<file path="src/rtl/fb_pkg.sv">
// Shared definitions for the framebuffer access arbiter: default geometry, the
// arbiter state encoding and the linear address calculation.
package fb_pkg;

    localparam int unsigned H_ACTIVE_DEF = 640;
    localparam int unsigned V_ACTIVE_DEF = 480;
    localparam int unsigned ADDR_W_DEF   = 19;
    localparam int unsigned DATA_W_DEF   = 8;
    localparam int unsigned COORD_W      = 11;

    // StDrain is the only state that drives a RAM write
    typedef enum logic [1:0] {
        StIdle  = 2'b00,
        StScan  = 2'b01,
        StDrain = 2'b10
    } fb_state_e;

    // Row-major address y*h_active + x; callers truncate to their address width
    function automatic logic [31:0] fb_addr(input logic [COORD_W-1:0] x,
                                            input logic [COORD_W-1:0] y,
                                            input int unsigned h_active);
        return 32'(y) * h_active + 32'(x);
    endfunction

endpackage

</file>
<file path="src/rtl/fb_wr_fifo.sv">
// Synchronous write buffer of {addr,data} entries. Pointers carry an extra wrap
// bit so full and empty are distinguished without a separate counter.
module fb_wr_fifo #(
    parameter int unsigned DEPTH = 8,
    parameter int unsigned WIDTH = 27
) (
    input  logic             vga_clk,
    input  logic             reset,
    input  logic             push,
    input  logic [WIDTH-1:0] wdata,
    input  logic             pop,
    output logic [WIDTH-1:0] rdata,
    output logic             full,
    output logic             empty
);

    localparam int unsigned AW = $clog2(DEPTH);
    localparam logic [AW:0] PTR_ONE = (AW+1)'(1);

    logic [AW:0]      wr_ptr_q;
    logic [AW:0]      rd_ptr_q;
    logic [WIDTH-1:0] mem_q [DEPTH];
    logic             do_push;
    logic             do_pop;

    assign full  = (wr_ptr_q[AW] != rd_ptr_q[AW]) && (wr_ptr_q[AW-1:0] == rd_ptr_q[AW-1:0]);
    assign empty = (wr_ptr_q == rd_ptr_q);

    // Full is judged on the pre-pop pointers, so a push is refused even if a pop
    // frees a slot in the same cycle.
    assign do_push = push && !full;
    assign do_pop  = pop && !empty;

    assign rdata = mem_q[rd_ptr_q[AW-1:0]];

    always_ff @(posedge vga_clk or negedge reset) begin
        if (!reset) begin
            wr_ptr_q <= '0;
            rd_ptr_q <= '0;
        end else begin
            if (do_push) wr_ptr_q <= wr_ptr_q + PTR_ONE;
            if (do_pop)  rd_ptr_q <= rd_ptr_q + PTR_ONE;
        end
    end

    always_ff @(posedge vga_clk) begin
        if (do_push) mem_q[wr_ptr_q[AW-1:0]] <= wdata;
    end

endmodule

</file>
<file path="src/rtl/fb_access_arbiter.sv">
// Shares the single framebuffer RAM port between scan-out and a buffered pixel
// writer; writes drain only during blanking. FB_STATS_EN builds the OOB drop counter.
module fb_access_arbiter
    import fb_pkg::*;
#(
    parameter int unsigned H_ACTIVE   = H_ACTIVE_DEF,
    parameter int unsigned V_ACTIVE   = V_ACTIVE_DEF,
    parameter int unsigned ADDR_W     = ADDR_W_DEF,
    parameter int unsigned DATA_W     = DATA_W_DEF,
    parameter int unsigned FIFO_DEPTH = 8
) (
    input  logic                vga_clk,
    input  logic                reset,
    input  logic                blank_n,
    input  logic [COORD_W-1:0]  pixel_h,
    input  logic [COORD_W-1:0]  pixel_v,
    input  logic                wr_valid,
    output logic                wr_ready,
    input  logic [COORD_W-1:0]  wr_x,
    input  logic [COORD_W-1:0]  wr_y,
    input  logic [DATA_W-1:0]   wr_data,
    output logic [ADDR_W-1:0]   ram_addr,
    output logic                ram_we,
    output logic [DATA_W-1:0]   ram_d,
    input  logic [DATA_W-1:0]   ram_q,
    output logic [DATA_W-1:0]   pix_index,
    output logic                pix_valid,
    output logic                oob_err,
    output logic [15:0]         oob_count
);

    localparam logic [COORD_W-1:0] H_LIM = COORD_W'(H_ACTIVE);
    localparam logic [COORD_W-1:0] V_LIM = COORD_W'(V_ACTIVE);
    localparam int unsigned ENTRY_W = ADDR_W + DATA_W;

    fb_state_e            state_q;
    logic                 rdy_q;
    logic                 oob_err_q;
    logic                 blank_d1_q;
    logic                 blank_d2_q;
    logic [ADDR_W-1:0]    ram_addr_q;
    logic [DATA_W-1:0]    ram_d_q;

    logic                 accept;
    logic                 wr_oob;
    logic                 oob_drop;
    logic                 fifo_push;
    logic                 fifo_pop;
    logic                 fifo_full;
    logic                 fifo_empty;
    logic [ENTRY_W-1:0]   fifo_wdata;
    logic [ENTRY_W-1:0]   fifo_rdata;
    logic                 pix_in_range;
    logic [ADDR_W-1:0]    scan_addr;

    // wr_ready stays low until the first clock after reset release
    assign wr_ready  = rdy_q && !fifo_full;
    assign accept    = wr_valid && wr_ready;
    assign wr_oob    = (wr_x >= H_LIM) || (wr_y >= V_LIM);
    assign oob_drop  = accept && wr_oob;
    assign fifo_push = accept && !wr_oob;
    assign fifo_pop  = !blank_n && !fifo_empty;

    assign fifo_wdata   = {ADDR_W'(fb_addr(wr_x, wr_y, H_ACTIVE)), wr_data};
    assign pix_in_range = (pixel_h < H_LIM) && (pixel_v < V_LIM);
    assign scan_addr    = ADDR_W'(fb_addr(pixel_h, pixel_v, H_ACTIVE));

    fb_wr_fifo #(
        .DEPTH (FIFO_DEPTH),
        .WIDTH (ENTRY_W)
    ) u_wr_fifo (
        .vga_clk (vga_clk),
        .reset   (reset),
        .push    (fifo_push),
        .wdata   (fifo_wdata),
        .pop     (fifo_pop),
        .rdata   (fifo_rdata),
        .full    (fifo_full),
        .empty   (fifo_empty)
    );

    // Port owner for the next cycle is decided purely from this cycle's inputs,
    // so rising blank_n pre-empts a drain without popping.
    always_ff @(posedge vga_clk or negedge reset) begin
        if (!reset) begin
            state_q    <= StIdle;
            ram_addr_q <= '0;
            ram_d_q    <= '0;
        end else if (blank_n) begin
            state_q <= StScan;
            if (pix_in_range) ram_addr_q <= scan_addr;
        end else if (!fifo_empty) begin
            state_q    <= StDrain;
            ram_addr_q <= fifo_rdata[ENTRY_W-1:DATA_W];
            ram_d_q    <= fifo_rdata[DATA_W-1:0];
        end else begin
            state_q <= StIdle;
        end
    end

    assign ram_addr = ram_addr_q;
    assign ram_d    = ram_d_q;
    assign ram_we   = (state_q == StDrain);

    always_ff @(posedge vga_clk or negedge reset) begin
        if (!reset) begin
            rdy_q      <= 1'b0;
            oob_err_q  <= 1'b0;
            blank_d1_q <= 1'b0;
            blank_d2_q <= 1'b0;
        end else begin
            rdy_q      <= 1'b1;
            oob_err_q  <= oob_drop;
            blank_d1_q <= blank_n;
            blank_d2_q <= blank_d1_q;
        end
    end

    assign oob_err   = oob_err_q;
    assign pix_valid = blank_d2_q;
    // RAM data arrives two cycles after the coordinates, aligned with blank_d2_q
    assign pix_index = blank_d2_q ? ram_q : '0;

`ifdef FB_STATS_EN
    logic [15:0] oob_count_q;

    always_ff @(posedge vga_clk or negedge reset) begin
        if (!reset) begin
            oob_count_q <= '0;
        end else if (oob_drop && (oob_count_q != 16'hFFFF)) begin
            oob_count_q <= oob_count_q + 16'd1;
        end
    end

    assign oob_count = oob_count_q;
`else
    assign oob_count = 16'h0;
`endif

endmodule

</file>
<file path="config.mk">
export PLATFORM = sky130hd
export DESIGN_NAME = fb_access_arbiter
export DESIGN_NICKNAME = d
export VERILOG_FILES = /design/src/rtl/fb_pkg.sv /design/src/rtl/fb_wr_fifo.sv /design/src/rtl/fb_access_arbiter.sv
export SDC_FILE = /design/constraint.sdc
export NUM_CORES = 1
export LEC_CHECK = 0
export ABC_AREA = 1
export CAP_MARGIN = 20
export CELL_PAD_IN_SITES_DETAIL_PLACEMENT = 1
export CELL_PAD_IN_SITES_GLOBAL_PLACEMENT = 2
export CORE_ASPECT_RATIO = 1.25
export CORE_UTILIZATION = 40
export CTS_CLUSTER_SIZE = 20
export DETAILED_ROUTE_END_ITERATION = 6
export GPL_TIMING_DRIVEN = 0
export PLACE_DENSITY = 0.85
export SYNTH_ARGS = -nofsm -noshare
export SYNTH_HDL_FRONTEND = slang
export SYNTH_SLANG_ARGS = --single-unit
</file>
<file path="constraint.sdc">
create_clock -name vga_clk -period 8.75 [get_ports vga_clk]
set_input_delay 1.3125 -clock vga_clk [delete_from_list [all_inputs] [get_ports vga_clk]]
set_output_delay 1.3125 -clock vga_clk [all_outputs]
set_load 0.02 [all_outputs]
</file>
### Word-level counts from Yosys, hierarchy flattened

Memory sizes are Yosys's and may differ from the RTL's.
Cells that the tools add are included.

* bits in registers: 41
* RAM bits: 216
* output and inout port bits: 55
* memories kept: 1

Memories
* u_wr_fifo.mem_q: depth 8, bits a word 27, rd ports 1, clocked after Yosys merged registers in 0, wr ports 1, line fb_wr_fifo.sv:22 `logic [WIDTH-1:0] mem_q [DEPTH];`

* $add $sub $neg: 4
* $mul: 2
* $lt $le $gt $ge: 4
* equality and inequality tests: 6
* muxes and demuxes: 8
* bitwise logic cells: 2
* reductions and logical operators: 16

Operator list (number)
* $mux W19: 3
* $add A19 B11 Y19: 2
* $mul A11 B3 Y12 const B: 2
* $ge A11 B10 Y1 const B: 1
* $ge A11 B9 Y1 const B: 1
* $lt A11 B10 Y1 const B: 1
* $lt A11 B9 Y1 const B: 1
* $logic_and A1 B1 Y1: 9
* $add A4 B1 Y4 const B: 2
* $mux W8: 1
* $eq A4 B4 Y1: 1
* $logic_not A1 Y1: 4
* $mux W2: 2
* $reduce_and A2 Y1: 2
* $eq A3 B3 Y1: 1
* $eq A2 B2 Y1 const B: 1
* $mux W1: 2
* $ne A2 B1 Y1 const B: 1
* $ne A2 B2 Y1 const B: 1
* $not A1 Y1: 2
* $logic_or A1 B1 Y1: 1
* $ne A1 B1 Y1: 1

### Depth between registers and ports, before layout

Gate-level depths: netlist of the first run.

* depth after elaboration: 9
* gate-level depth with buffers: 14
* gate-level depth less buffers: 14

### Hierarchy

Synthesis of the first run repeated with hierarchy kept, for this count alone.

* cells, all modules: 1149
* area, all modules: 12124.1 um^2

By module, submodules not included
* fb_wr_fifo: times used 1, cells an instance 698, area an instance 8897.3 um^2
* fb_access_arbiter: times used 1, cells an instance 451, area an instance 3226.8 um^2

### Least setup slack after synthesis of the first run

Ideal clock, no wire load.

* path kind: input-to-reg
* from: input wr_x[10]
* to: memory u_wr_fifo.mem_q[6][0], enable pin
* library setup time: 0.445 ns
* data arrival time: 3.850 ns
* setup slack: 4.455 ns
* cell stages on the path: 7
* cell sequence: nor3_1 nand3_1 inv_1 nand3_1 inv_1 nand2_1 nor3_1

* word-level cells in the longest chain between the ends: 7

RTL lines
* start, declared: line fb_access_arbiter.sv:19 `input logic [COORD_W-1:0] wr_x,`
* $ge A11 B10 Y1: line fb_access_arbiter.sv:59 `assign wr_oob = (wr_x >= H_LIM) || (wr_y >= V_LIM);`
* $logic_or A1 B1 Y1: line fb_access_arbiter.sv:59
* $logic_not A1 Y1: line fb_access_arbiter.sv:61 `assign fifo_push = accept && !wr_oob;`
* $logic_and A1 B1 Y1: line fb_access_arbiter.sv:61
* $logic_and A1 B1 Y1: line fb_wr_fifo.sv:31 `assign do_push = push && !full;`
* $mux W1: line fb_wr_fifo.sv:47 `if (do_push) mem_q[wr_ptr_q[AW-1:0]] <= wdata;`
* $mux W1 (implied by the code): line fb_wr_fifo.sv:47
* end, declared: line fb_wr_fifo.sv:22

No other way between the ends.

### Worst setup path after layout of the first run

* from: input wr_y[1]
* to: memory u_wr_fifo.mem_q[3][26], data pin

* word-level cells in the longest chain between the ends: 2

RTL lines
* start, declared: line fb_access_arbiter.sv:20 `input logic [COORD_W-1:0] wr_y,`
* $mul A11 B3 Y12: line fb_pkg.sv:22 `return 32'(y) * h_active + 32'(x);`
* $add A19 B11 Y19: line fb_pkg.sv:22
* net fifo_wdata[26]: line fb_access_arbiter.sv:51 `logic [ENTRY_W-1:0] fifo_wdata;`

The timed path passes the listed nets, and every way through them passes these cells.

==> qor.txt, run 1 <==
commonest non-fill, non-tap cell in the layout = edfxtp_1
setup tns final = 0 ns
clock-pin slew on the worst setup and hold paths = 0.06 ns
Max IR drop VDD = 0.000135 V
Seq cells post-synth = 256
drt drc = 0
Final Cycle Share = 48.1%
Finished Layout Cells = 1,617
WL final = 33.3 mm
die area = 30,100 sq um
Seq/Total Area, Yosys = 63.6%
antenna violation net count after detailed routing = 0
antenna fix cells = 0
Initial DRC Count = 648
deepest clock path buffer count = 3
Max Cap Viol = 0
pin count of the biggest net entering global routing = 30
post-CTS setup buffers = 0
Setup violations, final = 0
Pwr Total = 4.14 mW
Port Buffers = 102
crit path launch type = input port
Max Freq = 238 MHz
CP max FO = 8
total clock sinks = 256
Synth Cell Area = 11,800 sq um
initial antenna violation count = 0
post-cts hold buffer count = 0
CTS tree = yes
Core ar. = 28,700 sq um
Root Buffer = clkbuf_16
GR peak layer = met2
Slew HR = 42.7%
Inst Count DP = 1,572
Max Slew Vio Count = 0
P&R area growth vs syn = 23.2%
Post-synth EDFFs = 216
die span in x = 155 um
min-delay worst type = flop to flop
post-synthesis area per instance = 11.2 sq um
minimum clock period after layout = 4.21 ns
Area after DPL = 13,600 sq um
RePlAce Congestion = 0.781
Synth cell types = 39
final hold viol count = 0
Die Ht = 194 um
gr usage total = 22.3%
via count = 8,606
outcome = complete, no violations
Critical Path RT = 8.99 ns
Worst Skew = 0.0171 ns
async set or reset register ratio after synthesis = 15.6%
commonest non-fill, non-tap cells in the layout = 216 x edfxtp_1, 151 x nor2_1, 141 x nand2_1, 113 x o21ai_0, 101 x clkdlybuf4s50_1
fin util = 50.6%
Ports = 119
CP Data Arrival Time = 4.45 ns
synth warn = 0
global routing met1 resource utilization = 27.6%
met3 usage = 2.32%
first-pass GRT wire length = 51.2 mm
pwr/cell area = 285 nW/um^2
endpoint class of the critical path = flop
met2 usage = 40.9%
Synth Instances = 1,050
GR Overflow Total = 0
setup ws final = 4.54 ns
Pleak = 5.47 nW
hold_ws = 0.379 ns
Vias/cell = 5.32
RSZ-0062 raised after global routing = no
post-CTS sizing = 0
vias in the first global route = 9,138
fin area = 14,500 sq um
worst slack at placement = 3.98 ns
Least-Margin Pin Slew = 0.859 ns
worst skew pair latency = 0.53 ns
dpl hpwl = 23.5 mm
share of cells above drive strength 1 = 9.45%
Initial Util = 41.1%
main flop type after synthesis = edfxtp_1
routed len/inst = 20.6 um
Core Rows = 69
crit path kind = input port to flop
1st-pass router iterations = 5
CTS buffer count = 25
H-tree Lvls = 1
Final #Nets = 1,321
-- worst paths after layout --
| kind | from | to | slack, ns | depth (start not counted) |
|---|---|---|---|---|
| setup reg to reg | u_wr_fifo.rd_ptr_q[0] | u_wr_fifo.mem_q[2][12] | 5.86 | 13 |
| hold reg to reg | state_q[0] | pix_valid | 0.38 | 0 |
| setup / recovery | wr_y[1] | u_wr_fifo.mem_q[3][26] | 4.54 | 14 |
| max in group asynchronous | reset | ram_addr[5] | 7.55 | 2 |
| min in group asynchronous | reset | oob_err | 0.69 | 1 |
| hold / removal | state_q[0] | pix_valid | 0.38 | 0 |
-- worst max-delay path, stage by stage --
cell and delay, ns:
clkdlybuf4s50_1 0.47, ha_1 0.33, ha_1 0.22, fa_1 0.58, nand2_1 0.08, clkinv_1 0.06
nand3_1 0.06, o21ai_1 0.20, nand2_1 0.08, nor2_1 0.15, nand3_1 0.19, nor2_1 0.13
nor2_1 0.05, nor2_1 0.53
-- layer usage --
layer  share of wire (%)  vias to the layer above
met5                   0                        -
met3                 4.8                       61
li1                    -                     4026
met2                  51                      276
met4                 2.7                        0
met1                  41                     4243
-- cells by family after synthesis --
logic type,count (synthesis),synth area share (%)
buf+inv,127,5.07
flops,256,63.6
simple gates,364,12.7
compound gates,228,11.3
other cells,2,0.0638
xor+xnor,25,1.92
fa+ha+maj,48,5.35
-- synthesized netlist by cell type, drive strengths merged, types with 2 or more instances --
library cell / instances / area (sq um)
edfxtp: 216 / 6490
ha: 44 / 551
conb: 2 / 7.51
nand2: 143 / 552
o21a: 2 / 15.0
nand3: 45 / 230
o21ai: 117 / 586
xor2: 15 / 139
buf: 40 / 270
a21oi: 16 / 87.6
nor2: 156 / 586
a31oi: 18 / 113
inv: 57 / 214
o221ai: 14 / 123
dfrtp: 40 / 1000
xnor2: 10 / 87.6
nor3: 7 / 35.0
clkinv: 3 / 11.3
fa: 4 / 80.1
o211ai: 16 / 120
nand3b: 4 / 30.0
o22ai: 40 / 250
nand4: 7 / 43.8
clkbuf: 27 / 101
-- area by class of cell --
class	count	area (sq um)
Fill cell	3083	14200
Sequential cell	256	7490
Multi-Input combinational cell	682	3800
Timing Repair Buffer	117	1250
Clock buffer	28	637
Tap cell	390	488
Buffer	67	372
Clock inverter	17	245
Inverter	60	225
-- power breakdown --
group	switching, mW	internal (mW)
Sequential	0.0646	1.45
Combinational	0.974	0.493
Clock	0.458	0.702
Total	1.50	2.64
-- flip-flops by register name, summed over array words and instances (netlist names) --
name and cells:
ram_addr 19, state_q 2, u_wr_fifo.mem_q 216, oob_err 1, rdy_q 1, ram_d 8
pix_valid 1, u_wr_fifo.wr_ptr_q 4, u_wr_fifo.rd_ptr_q 4
No activity file was read; power rests on OpenSTA's default activity.
==> inputs of run 2 (changes only) <==
--- a/config.mk
+++ b/config.mk
@@ -10,11 +10,11 @@
 export CELL_PAD_IN_SITES_DETAIL_PLACEMENT = 1
 export CELL_PAD_IN_SITES_GLOBAL_PLACEMENT = 2
 export CORE_ASPECT_RATIO = 1.25
-export CORE_UTILIZATION = 40
+export CORE_UTILIZATION = 34
 export CTS_CLUSTER_SIZE = 20
 export DETAILED_ROUTE_END_ITERATION = 6
 export GPL_TIMING_DRIVEN = 0
-export PLACE_DENSITY = 0.85
+export PLACE_DENSITY = 0.77
 export SYNTH_ARGS = -nofsm -noshare
 export SYNTH_HDL_FRONTEND = slang
 export SYNTH_SLANG_ARGS = --single-unit
==> constraint.sdc (replaced) <==
create_clock -name vga_clk -period 3.61 [get_ports vga_clk]
set_input_delay 0.5415 -clock vga_clk [delete_from_list [all_inputs] [get_ports vga_clk]]
set_output_delay 0.5415 -clock vga_clk [all_outputs]
set_load 0.02 [all_outputs]
==> run 2 against run 1 <==
  * Register-to-register slack lost 5.5 ns
  * First-iteration DRC count shrank 28%
  * Via count shrank 0.23%
  * Sequential share of layout area shrank 0.39 points
  * Global-route usage shrank 3.0 points
  * Worst setup slack lost 4.3 ns
  * Die area grew 17%
  * Critical path depth shrank 2
  * Clock power grew 140%
  * Final area grew 0.76%
  * Combinational power grew 140%
  * Critical path type unchanged
==> qor.txt, run 2 (same netlist as run 1, synthesis figures left out) <==
Max Freq = 295 MHz
Core Rows = 75 (+8.7%)
vias in the first global route = 8,929 (-2.3%)
1st-pass router iterations = 4 (-1)
antenna fix cells = 0 (unchanged)
CP max FO = 8 (unchanged)
total clock sinks = 256 (unchanged)
Area after DPL = 13,700 sq um (+0.88%)
RePlAce Congestion = 0.787 (+0.79%)
drt drc = 0 (unchanged)
Max IR drop VDD = 0.000332 V (+150%)
setup ws final = 0.215 ns (-4.33 ns)
clock-pin slew on the worst setup and hold paths = 0.07 ns (about the same)
CP Data Arrival Time = 3.62 ns (-0.83 ns)
Core ar. = 33,900 sq um (+18%)
Initial DRC Count = 465 (-28%)
GR Overflow Total = 0 (unchanged)
initial antenna violation count = 0 (unchanged)
WL final = 33.7 mm (+1.1%)
routed len/inst = 19.9 um (-3.1%)
number of cells on the worst reg-to-reg path = 14 (+1)
worst skew pair latency = 0.54 ns (about the same)
Max Slew Vio Count = 0 (unchanged)
endpoint class of the critical path = flop
antenna violation net count after detailed routing = 0 (unchanged)
Initial Util = 34.8% (-6.3 points)
fin area = 14,600 sq um (+0.76%)
Final #Nets = 1,320 (-0.076%)
Die Ht = 210 um (+8.4%)
P&R area growth vs syn = 24.1%
Port Buffers = 102 (unchanged)
Layout fillers = 3,647 (+18%)
commonest non-fill, non-tap cell in the layout = edfxtp_1
Setup violations, final = 0 (unchanged)
critical path's slowest cell = xnor2_1
crit path kind = input port to flop
post-CTS setup buffers = 0 (unchanged)
Slowest Stage Delay on Critical Path = 0.70 ns (+0.12 ns)
die span in x = 168 um (+8.4%)
via count = 8,586 (-0.23%)
worst slack at placement = -0.411 ns (-4.39 ns)
die area = 35,400 sq um (+17%)
hold depth = 0 (unchanged)
pin count of the biggest net entering global routing = 34 (+13%)
Max Cap Viol = 0 (unchanged)
dpl hpwl = 23.8 mm (+1.3%)
gr usage total = 19.4% (-3.0 points)
hold_ws = 0.373 ns (-0.00676 ns)
Hold Crit Start = state_q[0]
fin util = 43.2% (-7.5 points)
Vias/cell = 5.09 (-4.4%)
Slew HR = 44.1% (+1.3 points)
Ports = 119 (unchanged)
RSZ-0062 raised after global routing = no
share of cells above drive strength 1 = 9.54% (+0.089 points)
register-to-register setup slack = 0.39 ns (-5.47 ns)
crit path launch type = input port
FF-to-FF End = u_wr_fifo.mem_q[6][13]
critical path, cell by cell = clkdlybuf4s50_1, ha_1, ha_1, fa_1, nand2_1, clkinv_1, nand3_1, o21ai_1, nand2_1, nor2_1, nand3_1, xnor2_1
Critical Path RT = 3.83 ns (-5.16 ns)
outcome = complete, no violations
first-pass GRT wire length = 51.6 mm (+0.74%)
CTS buffer count = 24 (-4.0%)
Least-Margin Pin Slew = 0.833 ns (-0.0260 ns)
Root Buffer = clkbuf_16
minimum clock period after layout = 3.39 ns
deepest clock path buffer count = 3 (unchanged)
Pleak = 5.48 nW (+0.13%)
H-tree Lvls = 1 (unchanged)
min-delay worst type = flop to flop
Worst Skew = 0.00968 ns (-0.00739 ns)
Reg2Reg Launch Point = u_wr_fifo.wr_ptr_q[1]
max FFs per register = 216 (unchanged)
CTS tree = yes
Final Cycle Share = 94.0%
pwr/cell area = 683 nW/um^2 (+140%)
commonest non-fill, non-tap cells in the layout = 216 x edfxtp_1, 151 x nor2_1, 141 x nand2_1, 113 x o21ai_0, 101 x clkdlybuf4s50_1
Pwr Total = 9.98 mW (+140%)
final hold viol count = 0 (unchanged)
Hold EP = pix_valid
## run 2: cell count changes in the layout (fill, tap and decap cells not counted), sizes merged
cell         previous run  this run
buf                    56        55
bufinv                  6         5
clkbuf                 55        53
clkinv                 11        14
dlygate4sd3             0         1
inv                    58        57
## run 2: repair_timing
item	CTS	global route
setup endpoints to repair	0	6
hold endpoints to repair	7	0
hold buffers	1	0
resized for setup	0	1
## run 2: per-stage QoR
stage               setup TNS [ns]  std cells
finish                           0       1688
global placement           -376.33       1629
detailed placement          -13.16       1643
floorplan                    -5.80       1065
global route                     0       1688
CTS                              0       1688
## run 2: area by class of cell
| type | count | area [sq um] | share of cell area, % |
|---|---|---|---|
| sequential | 256 | 7490 | 51.2 |
| clock inverter | 18 | 226 | 1.55 |
| clock buffer | 26 | 629 | 4.31 |
| inverter | 60 | 225 | 1.54 |
| multi-input combinational | 682 | 3810 | 26.1 |
| timing repair buffer | 117 | 1290 | 8.80 |
| tap | 462 | 578 | 3.95 |
| buffer | 67 | 372 | 2.54 |
## run 2: worst max-delay path, delay by kind of cell
| family | cells | cell delay (ns) |
|---|---|---|
| xor gates and xnor gates | 1 | 0.70 |
| buffers and inverters | 2 | 0.52 |
| and+or+nand+nor | 5 | 0.53 |
| adders and majority gates | 3 | 1.11 |
| AOI/OAI and AO/OA | 1 | 0.21 |
## run 2: routing by layer
layer  up-vias  share of wire [%]  wire [um]  track usage [%]
li1       4029                  -          -                -
met1      4287                 42      14200             23.7
met2       222                 51      17300             35.4
met3        48                4.1       1390             1.97
met4         0                2.4        796             6.39
met5         -                  0          0                0
## run 2: how the worst max path moves through the flow
stage	start	to	slack [ns]	depth (start not counted)
global placement	wr_x[8]	u_wr_fifo.mem_q[2][15]	-2.92	10
finish	wr_y[1]	u_wr_fifo.mem_q[5][24]	0.22	12
detailed placement	wr_x[8]	u_wr_fifo.mem_q[6][14]	-0.41	13
global route	wr_y[1]	u_wr_fifo.mem_q[0][24]	0.02	12
floorplan	u_wr_fifo.rd_ptr_q[0]	u_wr_fifo.mem_q[6][0]	-0.11	12
CTS	u_wr_fifo.wr_ptr_q[1]	u_wr_fifo.mem_q[6][15]	0.15	14
## run 2: report_power, final
part / total (mW) / internal [mW] / switching (mW)
Sequential: 3.66 / 3.50 / 0.161
Combinational: 3.57 / 1.20 / 2.37
Clock: 2.75 / 1.63 / 1.13
Total: 9.98 / 6.32 / 3.66
